### src/rtl/instruction_encoder.sv
// Packs opcode/register/immediate fields into 16-bit instructions and streams them to imem with an incrementing write address.
// Latency: a bundle accepted at edge N is visible on instr/instr_valid after edge N; imm_err follows the accepting edge.
// Backpressure: in_ready drops when the FIFO is full or once the last bundle is taken; instr/imem_addr hold while stalled.
// Optional feature macro: IMM_SATURATE_EN (clamp out-of-range immediates and write them instead of dropping).
module instruction_encoder #(
  parameter int DEPTH  = 4,
  parameter int ADDR_W = 8
) (
  input  logic              clk,
  input  logic              rst,
  input  logic              in_valid,
  output logic              in_ready,
  input  logic              in_last,
  input  logic [3:0]        opcode,
  input  logic [1:0]        imm_src,
  input  logic [2:0]        rd,
  input  logic [2:0]        rs,
  input  logic [2:0]        rt,
  input  logic [7:0]        imm,
  output logic              instr_valid,
  input  logic              instr_ready,
  output logic [15:0]       instr,
  output logic [ADDR_W-1:0] imem_addr,
  output logic              imm_err,
  output logic [7:0]        err_count,
  output logic              done
);

  localparam int PW = $clog2(DEPTH);

`ifdef IMM_SATURATE_EN
  localparam bit SAT_EN = 1'b1;
`else
  localparam bit SAT_EN = 1'b0;
`endif

  typedef enum logic [1:0] {
    S_LOAD  = 2'd0,
    S_DRAIN = 2'd1,
    S_DONE  = 2'd2
  } state_t;

  state_t            r_state;
  state_t            w_state_nxt;

  logic [15:0]       r_mem [DEPTH];
  logic [PW:0]       r_wptr;
  logic [PW:0]       r_rptr;
  logic [ADDR_W-1:0] r_addr;
  logic              r_imm_err;
  logic [7:0]        r_err_cnt;

  logic              w_full;
  logic              w_empty;
  logic              w_accept;
  logic              w_push;
  logic              w_pop;
  logic              w_range_err;
  logic [15:0]       w_word;
  logic [5:0]        w_imm6;
  logic [2:0]        w_imm3;

  // Extra pointer MSB distinguishes full from empty when the index bits match.
  assign w_full      = (r_wptr[PW] != r_rptr[PW]) && (r_wptr[PW-1:0] == r_rptr[PW-1:0]);
  assign w_empty     = (r_wptr == r_rptr);

  assign in_ready    = (r_state == S_LOAD) && !w_full;
  assign w_accept    = in_valid && in_ready;
  // Range-failing bundles are only written when saturation is enabled.
  assign w_push      = w_accept && (!w_range_err || SAT_EN);
  assign instr_valid = !w_empty;
  assign w_pop       = instr_valid && instr_ready;

  assign instr       = w_empty ? 16'h0000 : r_mem[r_rptr[PW-1:0]];
  assign imem_addr   = r_addr;
  assign imm_err     = r_imm_err;
  assign err_count   = r_err_cnt;
  assign done        = (r_state == S_DONE);

  // Field packing and immediate range check per format.
  always_comb begin
    w_range_err = 1'b0;
    w_word      = 16'h0000;
    w_imm6      = imm[5:0];
    w_imm3      = imm[2:0];
    case (imm_src)
      2'b00: begin
        w_word = {opcode, imm, rd, 1'b0};
      end
      2'b01: begin
        // Signed -32..31: bits [7:5] must be a pure sign extension.
        w_range_err = !((imm[7:5] == 3'b000) || (imm[7:5] == 3'b111));
        if (SAT_EN && w_range_err) begin
          w_imm6 = imm[7] ? 6'b100000 : 6'b011111;
        end
        w_word = {opcode, rd, rs, w_imm6};
      end
      2'b10: begin
        // Shift amount 0..7: any upper bit set is out of range.
        w_range_err = (imm[7:3] != 5'd0);
        if (SAT_EN && w_range_err) begin
          w_imm3 = imm[7] ? 3'd0 : 3'd7;
        end
        w_word = {opcode, rd, rs, w_imm3, 3'b000};
      end
      default: begin
        w_word = {opcode, rd, rs, rt, 3'b000};
      end
    endcase
  end

  // FIFO storage; contents need no reset because instr is masked while empty.
  always_ff @(posedge clk) begin
    if (w_push) begin
      r_mem[r_wptr[PW-1:0]] <= w_word;
    end
  end

  // FIFO pointers, write address counter and error reporting.
  always_ff @(posedge clk) begin
    if (rst) begin
      r_wptr    <= '0;
      r_rptr    <= '0;
      r_addr    <= '0;
      r_imm_err <= 1'b0;
      r_err_cnt <= 8'd0;
    end else begin
      if (w_push) begin
        r_wptr <= r_wptr + (PW+1)'(1);
      end
      if (w_pop) begin
        r_rptr <= r_rptr + (PW+1)'(1);
        r_addr <= r_addr + ADDR_W'(1);
      end
      r_imm_err <= w_accept && w_range_err;
      if (w_accept && w_range_err && (r_err_cnt != 8'hFF)) begin
        r_err_cnt <= r_err_cnt + 8'd1;
      end
    end
  end

  // Load-phase state register.
  always_ff @(posedge clk) begin
    if (rst) begin
      r_state <= S_LOAD;
    end else begin
      r_state <= w_state_nxt;
    end
  end

  // Next state: last bundle taken (even if dropped) ends loading; empty FIFO ends draining.
  always_comb begin
    w_state_nxt = r_state;
    case (r_state)
      S_LOAD:  if (w_accept && in_last) w_state_nxt = S_DRAIN;
      S_DRAIN: if (w_empty)             w_state_nxt = S_DONE;
      S_DONE:  w_state_nxt = S_DONE;
      default: w_state_nxt = S_LOAD;
    endcase
  end

endmodule

### config.mk
export PLATFORM = sky130hd
export DESIGN_NAME = instruction_encoder
export DESIGN_NICKNAME = d
export VERILOG_FILES = /design/src/rtl/instruction_encoder.sv
export SDC_FILE = /design/constraint.sdc
export NUM_CORES = 1
export LEC_CHECK = 0
export CORE_MARGIN = 2
export CORE_UTILIZATION = 28
export DETAILED_ROUTE_END_ITERATION = 6
export SLEW_MARGIN = 20
export SYNTH_ARGS = -nofsm -noshare
export SYNTH_HDL_FRONTEND = slang
export SYNTH_SLANG_ARGS = --single-unit
### constraint.sdc
create_clock -name clk -period 2.6 [get_ports clk]
set_input_delay 0.26 -clock clk [delete_from_list [all_inputs] [get_ports clk]]
set_output_delay 0.26 -clock clk [all_outputs]
set_load 0.02 [all_outputs]
==> impl_metrics.tcl, run 1 <==
set metrics [dict create \
    synth_top_area_share 0.477 \
    synth_most_common_cell "edfxtp_1" \
    max_cap_viol_count 0 \
    tns_ns 0 \
    startpoint_type "register" \
    gr-usage-all-layers 0.119 \
    cts_made_buffers 9 \
    yosys.area_share.simple 0.111 \
    root_buffer "clkbuf_16" \
    vias 2556 \
    synth-adder-area-share 0.0465 \
    ctsResizeCount 0 \
    core-area_um2 14000 \
    start_util 0.288 \
    ctsHoldBuffers 0 \
    drc 0 \
    area.growth.synth_to_final_pct 30.5 \
    std_cell_rows 43 \
    clk_pin_slew_ns 0.06 \
    post_cts_buffers 0 \
    ys_async_sr_fraction 0 \
    n_fill_cell 1335 \
    drt-total-wl_um 8740 \
    grt_max_degree 23 \
    seq_area_um2 2460 \
    cp_max_fo 16 \
    slew_viol_final 0 \
    criticalPathCategory "register to output pin" \
    arrival_ns 2.14 \
    muxShareOfSynthArea 0.107 \
    grt_overflow 0 \
    synth_compound_area_frac 0.0673 \
    status "finished, final reports clean" \
    worst_pin_slew_ns 0.721 \
    finalWorstPathRequiredPeriod_ns 2.40 \
    post_synth.cell_area_avg_um2 13.8 \
    clockBufferDepth 2 \
    p_per_area_nw_per_um2 932 \
    io_pins 64 \
    synth_cell_type_count 36 \
    multi_input_area_um2 1460 \
    grt_pass1_vias 2551 \
    period_share 0.923 \
    grt_pass1_wl_um 13500 \
    worst_clock_skew_ns 0.00664 \
    ys_seq_area_frac 0.611 \
    end_kind "output pin" \
    ir_drop_v 0.000316 \
    fin_nets 407 \
    synthCells 293 \
    finalHoldViolCount 0 \
    fp.dieW_um 124 \
    cts.sink_count 91 \
    slew_headroom 0.515 \
    drive_gt1_frac 0.120 \
    rsz0062_at_grt "false" \
    gp_congestion 0.736 \
    port_buffers 63 \
    synth_edf_count 64 \
    clock.fmax_ghz 0.417 \
    syn-num-nets 336 \
    synth_flop_cell "edfxtp_1" \
    min_path_type "register to register" \
    final-setup-viol-count 0 \
    die_h_um 124 \
    antenna_found_initial 0 \
    synthTopCellsByCount "64 x edfxtp_1, 27 x dfxtp_1, 21 x and2_1" \
    antenna_left 0 \
    synth_area_leaders "edfxtp_1 48%, dfxtp_1 13%, mux4_2 8.9%, ha_1 4.7%, and2_1 3.3%" \
    synth_top_family_by_area "simple AND/OR/NAND/NOR gates" \
    crit_required_ns 2.34 \
    viasPerCell 4.66 \
    yosysTopAreaCell "edfxtp_1" \
    cts_tree "built" \
    drtIter0Drc 165 \
    ys_ff_latch 91 \
    first_pass_iters 4 \
    dp_hpwl_um 6070 \
    diodes 0 \
    wl_per_cell_um 16.0 \
    htreeDepth 3 \
    finalPower_w 0.00490 \
    insertion_delay_ns 0.34 \
    synth.cell_area_um2 4030 \
    die_area_um2 15400 \
    ys.warnings.count 0 \
    leakagePower_nw 1.79 \
    synth-xor-area-share 0.0304 \
]
[final timing paths]
kind	depth (start not counted)	endpoint	startpoint	slack (ns)
max	4	instr[0]	register	0.20
min	2	imem_addr[1]$_SDFFE_PP0P_	imem_addr[1]$_SDFFE_PP0P_	0.51
max reg2reg	7	r_mem[1][5]$_DFFE_PP_	r_state[0]$_SDFFE_PP0P_	0.53
min reg2reg	2	imem_addr[1]$_SDFFE_PP0P_	imem_addr[1]$_SDFFE_PP0P_	0.51
[sequential cells by signal (all words and copies together) (netlist names), named ones only]
signal     count
r_rptr         3
imem_addr      8
r_state        2
imm_err        1
r_mem         64
r_wptr         3
err_count      8
[critical path, stage by stage (launching register included)]
cell             delay (ns)
dfxtp_1                0.35
buf_12                 0.19
mux4_2                 0.55
and2_1                 0.18
clkdlybuf4s50_1        0.53
[logic make-up after synthesis]
logic type      after synthesis
flops                        91
simple gates                 84
compound gates               40
buf+inv                      26
mux                          23
fa+ha+maj                    15
xor+xnor                     14
[placed cells by master, fill, tap and decap left out, drive strengths merged, types with 6 or more instances in the layout]
| cell | n |
|---|---|
| a22o | 7 |
| or3 | 7 |
| ha | 15 |
| mux4 | 16 |
| buf | 10 |
| nand3 | 16 |
| clkdlybuf4s50 | 63 |
| inv | 15 |
| xnor2 | 7 |
| o21ai | 7 |
| nand2 | 8 |
| xor2 | 7 |
| clkbuf | 9 |
| and2 | 21 |
| nor2 | 17 |
| dfxtp | 27 |
| edfxtp | 64 |
| mux2i | 6 |
| a21oi | 12 |
[through the flow]
| stage | setup slack, ns | instance area (µm²) | cells | util | hold slack [ns] |
|---|---|---|---|---|---|
| after floorplan | 0.537 | 4030 | 293 | - | 0.359 |
| after CTS | 0.169 | 5260 | 548 | 0.376 | 0.507 |
| final | 0.200 | 5260 | 548 | 0.376 | 0.507 |
| after detailed placement | 0.157 | 4970 | 533 | 0.355 | 0.497 |
| after global routing | 0.131 | 5260 | 548 | 0.376 | 0.536 |
| after global placement | 0.235 | 4970 | 533 | 0.355 | 0.490 |
[per-layer routing]
layer / wire [µm] / part of all wire / vias up / track usage
li1: - / - / 1246 / -
met1: 4170 / 0.48 / 1233 / 0.163
met2: 4010 / 0.46 / 72 / 0.183
met3: 480 / 0.055 / 5 / 0.0325
met4: 80 / 0.0092 / 0 / 0.0386
met5: 0 / 0 / - / 0
[cell type report]
| type | instances | share of cell area |
|---|---|---|
| clock buffer | 9 | 0.0428 |
| clock inverter | 6 | 0.0138 |
| inverter | 13 | 0.00927 |
| multi-input combinational | 176 | 0.278 |
| sequential | 91 | 0.468 |
| tap | 180 | 0.0428 |
| timing repair buffer | 73 | 0.146 |
[report_power, final]
group,total [W],switching (W),internal [W]
combinational,0.00177,0.000896,0.000873
clock,0.00130,0.000553,0.000749
sequential,0.00183,0.0000872,0.00175
total,0.00490,0.00154,0.00337
(Power assumes the default switching activity.)
==> inputs of run 2 (changes only) <==
Settings changed: HOLD_SLACK_MARGIN set to 0.03, PLACE_DENSITY_LB_ADDON set to 0.15, SETUP_SLACK_MARGIN set to 0.3.
==> run 2 against run 1 <==
Compared with the run above:
- routed wire length increased by 7.2%
- cell area increased by 0.95%
- register-to-register slack improved by 0.05 ns
- core utilization increased by 0.36 points
- sequential power about the same
- worst setup slack improved by 0.20 ns
- power increased by 1.1%
- first-iteration DRC count increased by 3.0%
- sequential cell count unchanged
- die area unchanged
- combinational power decreased by 3%
- clock skew increased by 0.0011 ns
==> impl_metrics.tcl, run 2 (same netlist as run 1, synthesis figures left out) <==
set metrics [dict create \
    vias 2620 \
    grt_pass1_vias 2651 \
    io_pins 64 \
    slew_viol_final 0 \
    max_cap_viol_count 0 \
    first_pass_iters 4 \
    grt_max_degree 23 \
    startpoint_type "register" \
    min_path_type "register to register" \
    drc 0 \
    cts.sink_count 91 \
    slew_headroom 0.597 \
    r2r_cells 7 \
    end_kind "output pin" \
    die_area_um2 15400 \
    finalWorstPathRequiredPeriod_ns 2.20 \
    hold_depth 2 \
    wl_per_cell_um 17.0 \
    arrival_ns 1.94 \
    place_inst 535 \
    start_util 0.288 \
    htreeDepth 3 \
    fin_cells 552 \
    cts_made_buffers 9 \
    clk_pin_slew_ns 0.07 \
    clockPowerShare 0.282 \
    grt_overflow 0 \
    worst_clock_skew_ns 0.00773 \
    switching_share 0.315 \
    criticalPathCategory "register to output pin" \
    gr-usage-all-layers 0.129 \
    crit_chain "buf_12 > mux4_2 > and2_1 > dlygate4sd2_1" \
    insertion_delay_ns 0.34 \
    hp-start "imem_addr[1]$_SDFFE_PP0P_" \
    p_switching_w 0.00156 \
    slowest_delay_ns 0.54 \
    clockBufferDepth 2 \
    viasPerCell 4.75 \
    antenna_left 0 \
    p_int_w 0.00339 \
    root_buffer "clkbuf_16" \
    grt_pass1_wl_um 14500 \
    drive_gt1_frac 0.137 \
    fp.dieW_um 124 \
    die_h_um 124 \
    core-area_um2 14000 \
    clock.fmax_ghz 0.455 \
    p_per_area_nw_per_um2 933 \
    fin_nets 410 \
    period_share 0.845 \
    cp_top_family "multiplexers" \
    tns_ns 0 \
    port_buffers 63 \
    n_fill_cell 1355 \
    final_cell_mix "64 x edfxtp_1, 46 x clkdlybuf4s50_1, 25 x dfxtp_1, 21 x and2_1, 17 x nor2_1" \
    gp_congestion 0.722 \
    status "finished, final reports clean" \
    timing.hold.ws_ns 0.509 \
    cp_num_buf_inv 2 \
    cp_slowest_cell "mux4_2" \
    worst_pin_slew_ns 0.602 \
    leakagePower_nw 1.89 \
    finalHoldViolCount 0 \
    area.growth.synth_to_final_pct 31.8 \
    antenna_found_initial 0 \
    ir_drop_v 0.000475 \
    std_cell_rows 43 \
    diodes 0 \
    cts_tree "built" \
    drtIter0Drc 170 \
    cp_max_fo 8 \
    drt-total-wl_um 9370 \
    path_depth 4 \
    final_common_cell "edfxtp_1" \
    seqPwrFrac 0.371 \
    dp_hpwl_um 6270 \
    crit-reg2reg-launch "r_state[0]$_SDFFE_PP0P_" \
    largest_reg_flops 64 \
    final-setup-viol-count 0 \
    rsz0062_at_grt "false" \
    crit_required_ns 2.34 \
    combPwrFrac 0.347 \
    post_cts_buffers 0 \
]
## run 2: changes by cell type in the layout (fill, tap and decap cells not counted), moves of 2 or more
| cell | change |
|---|---|
| clkdlybuf4s50_1 | -17 |
| buf_4 | +2 |
| dfxtp_1 | -2 |
| dfxtp_2 | +2 |
| dlygate4sd2_1 | +16 |
## run 2: final cells by class
type                            count  area [µm²]  area share
Clock buffer                        9         225      0.0424
Multi-Input combinational cell    176        1470       0.277
Clock inverter                      7        97.6      0.0184
Sequential cell                    91        2460       0.464
Tap cell                          180         225      0.0424
Inverter                           13        48.8     0.00918
Timing Repair Buffer               76         782       0.147
## run 2: path summary, 6_finish.rpt
kind / endpoint / slack (ns)
hold reg to reg: imem_addr[1]$_SDFFE_PP0P_ / 0.51
setup / recovery: instr[3] / 0.40
hold / removal: imem_addr[1]$_SDFFE_PP0P_ / 0.51
setup reg to reg: r_mem[3][5]$_DFFE_PP_ / 0.58
## run 2: repair_timing
| item | 4_1_cts | 5_1_grt |
|---|---|---|
| hold buffers | 0 | 0 |
| gates resized for setup | 17 | 5 |
| gates cloned | 0 | 1 |
| setup endpoints to repair | 16 | 8 |
| endpoints found under the hold margin | 0 | 0 |
## run 2: through the flow
| step | cell area (µm²) | power, W | setup slack [ns] | utilization |
|---|---|---|---|---|
| finish | 5310 | 0.00496 | 0.404 | 0.380 |
| global route | 5310 | 0.00526 | 0.317 | 0.380 |
| CTS | 5280 | 0.00501 | 0.364 | 0.377 |
| detailed placement | 4970 | 0.00371 | 0.0929 | 0.355 |
| global placement | 4970 | 0.00369 | 0.178 | 0.355 |
| floorplan | 4030 | 0.00291 | 0.537 | - |
## run 2: power by group through the flow
stage	clock network, W	logic, W	registers, W
2_1_floorplan	0	0.00105	0.00185
5_1_grt	0.00149	0.00191	0.00186
4_1_cts	0.00144	0.00174	0.00183
6_report	0.00140	0.00172	0.00184
3_5_place_dp	0	0.00184	0.00186
3_3_place_gp	0	0.00183	0.00186
## run 2: worst min-delay path, cell delays in order (launching register included)
cell	delay, ns
dfxtp_1	0.34
nand2_1	0.06
a21oi_1	0.06
## run 2: metal layers
layer	vias up	wire length (µm)	track usage
met5	-	0	0
met2	78	4370	0.208
met1	1278	4260	0.169
li1	1251	-	-
met3	13	615	0.0307
met4	0	129	0.0485
==> inputs of run 3 (changes only) <==
Clock period 2.6 ns to 1.9 ns, I/O delays scaled along.
==> run 3 against run 2 <==
Compared with the run above:
- the run now ends with setup timing left
- sequential power increased by 37%
- highest routed layer unchanged
- via count increased by 13%
- combinational power increased to 2.5 times the previous value
==> impl_metrics.tcl, run 3 (same netlist as run 1, synthesis figures left out) <==
set metrics [dict create \
    status "finished with violations" \
    violations "setup timing" \
    port_buffers 63 \
    worst_clock_skew_ns 0.00377 \
    max_cap_viol_count 0 \
    end_kind "output pin" \
    io_pins 64 \
    area.growth.synth_to_final_pct 64.3 \
    cp_top_family "multiplexers" \
    ir_drop_v 0.000672 \
    antenna_left 0 \
    htreeDepth 3 \
    wl_per_cell_um 17.5 \
    root_buffer "clkbuf_16" \
    n_fill_cell 1277 \
    criticalPathCategory "register to output pin" \
    drtIter0Drc 195 \
    cts.sink_count 91 \
    cp_slowest_cell "mux4_2" \
    period_share 1.01 \
    seq_area_um2 2490 \
    startpoint_type "register" \
    viasPerCell 4.80 \
    antenna_found_initial 0 \
    p_per_area_nw_per_um2 1320 \
    cts_made_buffers 9 \
    std_cell_rows 43 \
    slowest_delay_ns 0.49 \
    die_h_um 124 \
    core-area_um2 14000 \
    rsz0062_at_grt "true" \
    grt_pass1_vias 3057 \
    first_pass_iters 6 \
    cp_num_buf_inv 3 \
    diodes 0 \
    finalWorstPathRequiredPeriod_ns 1.91 \
    grt_overflow 0 \
    insertion_delay_ns 0.35 \
    wl_met1_um 4820 \
    die_area_um2 15400 \
    final_common_cell "edfxtp_1" \
    grt_pass1_wl_um 16800 \
    slew_headroom 0.669 \
    finalHoldViolCount 0 \
    dp_hpwl_um 6840 \
    start_util 0.288 \
    fp.dieW_um 124 \
    final_cell_mix "64 x edfxtp_1, 38 x buf_4, 36 x buf_6, 28 x clkdlybuf4s50_1, 21 x and2_4" \
    clock.fmax_ghz 0.523 \
    largest_reg_flops 64 \
    final-setup-viol-count 8 \
    drt-total-wl_um 10800 \
    tns_ns -0.0742 \
    crit_chain "buf_12 > buf_16 > mux4_2 > and2_4 > buf_6" \
    grt_max_degree 17 \
    cts_tree "built" \
    clk_pin_slew_ns 0.07 \
    top_layer "met4" \
    crit_required_ns 1.71 \
    multi_input_area_um2 1950 \
    min_path_type "input port to register" \
    arrival_ns 1.72 \
    drive_gt1_frac 0.493 \
    slew_viol_final 0 \
    cp_max_fo 8 \
    setup_ws_ns -0.0137 \
    ctsHoldBuffers 0 \
    clockBufferDepth 2 \
    vias 2954 \
    leakagePower_nw 2.57 \
    worst_pin_slew_ns 0.495 \
    gp_congestion 0.740 \
    gr-usage-all-layers 0.149 \
    fin_nets 474 \
    dr_wl_met3_um 667 \
    routed-wl-met2_um 5160 \
    drc 0 \
    dp_worst_setup_slack_ns -0.367 \
]
## run 3: per-layer routing
layer | vias up | global-route usage
met4 | 0 | 0.0414
met5 | - | 0
met2 | 81 | 0.235
li1 | 1374 | -
met3 | 10 | 0.0403
met1 | 1489 | 0.202
## run 3: layout make-up
| cell class | instances | area share |
|---|---|---|
| clock inverter | 7 | 0.0140 |
| tap | 180 | 0.0340 |
| timing repair buffer | 140 | 0.240 |
| multi-input combinational | 176 | 0.295 |
| sequential | 91 | 0.376 |
| clock buffer | 9 | 0.0340 |
| inverter | 13 | 0.00737 |
## run 3: per-stage QoR
stage / utilization / hold WS, ns / area [µm²] / total power, W / std cells
2_1_floorplan: - / 0.289 / 4110 / 0.00405 / 293
3_3_place_gp: 0.382 / 0.487 / 5350 / 0.00537 / 563
3_5_place_dp: 0.382 / 0.494 / 5350 / 0.00539 / 563
4_1_cts: 0.447 / 0.458 / 6250 / 0.00846 / 601
5_1_grt: 0.474 / 0.483 / 6620 / 0.00922 / 616
6_report: 0.474 / 0.459 / 6620 / 0.00878 / 616
## run 3: power by group
part	switching, W	internal [W]	total, W
clock network	0.000762	0.00115	0.00191
registers	0.000117	0.00240	0.00252
logic	0.00186	0.00248	0.00435
total	0.00274	0.00604	0.00878
## run 3: final timing paths
path                                   from                   endpoint  slack (ns)  depth (start not counted)
setup / recovery                   register                  instr[14]       -0.01                          5
hold / removal                       imm[6]     r_mem[0][10]$_DFFE_PP_        0.46                          2
setup reg to reg     r_wptr[2]$_SDFFE_PP0P_     r_mem[1][15]$_DFFE_PP_        0.10                          7
hold reg to reg   imem_addr[1]$_SDFFE_PP0P_  imem_addr[1]$_SDFFE_PP0P_        0.51                          2
## run 3: repair_timing
item	4_1_cts	5_1_grt
endpoints found under the hold margin	0	0
resized for setup	198	64
cloned	4	0
setup buffers	18	15
pin swaps	45	35
setup endpoints to repair	136	118
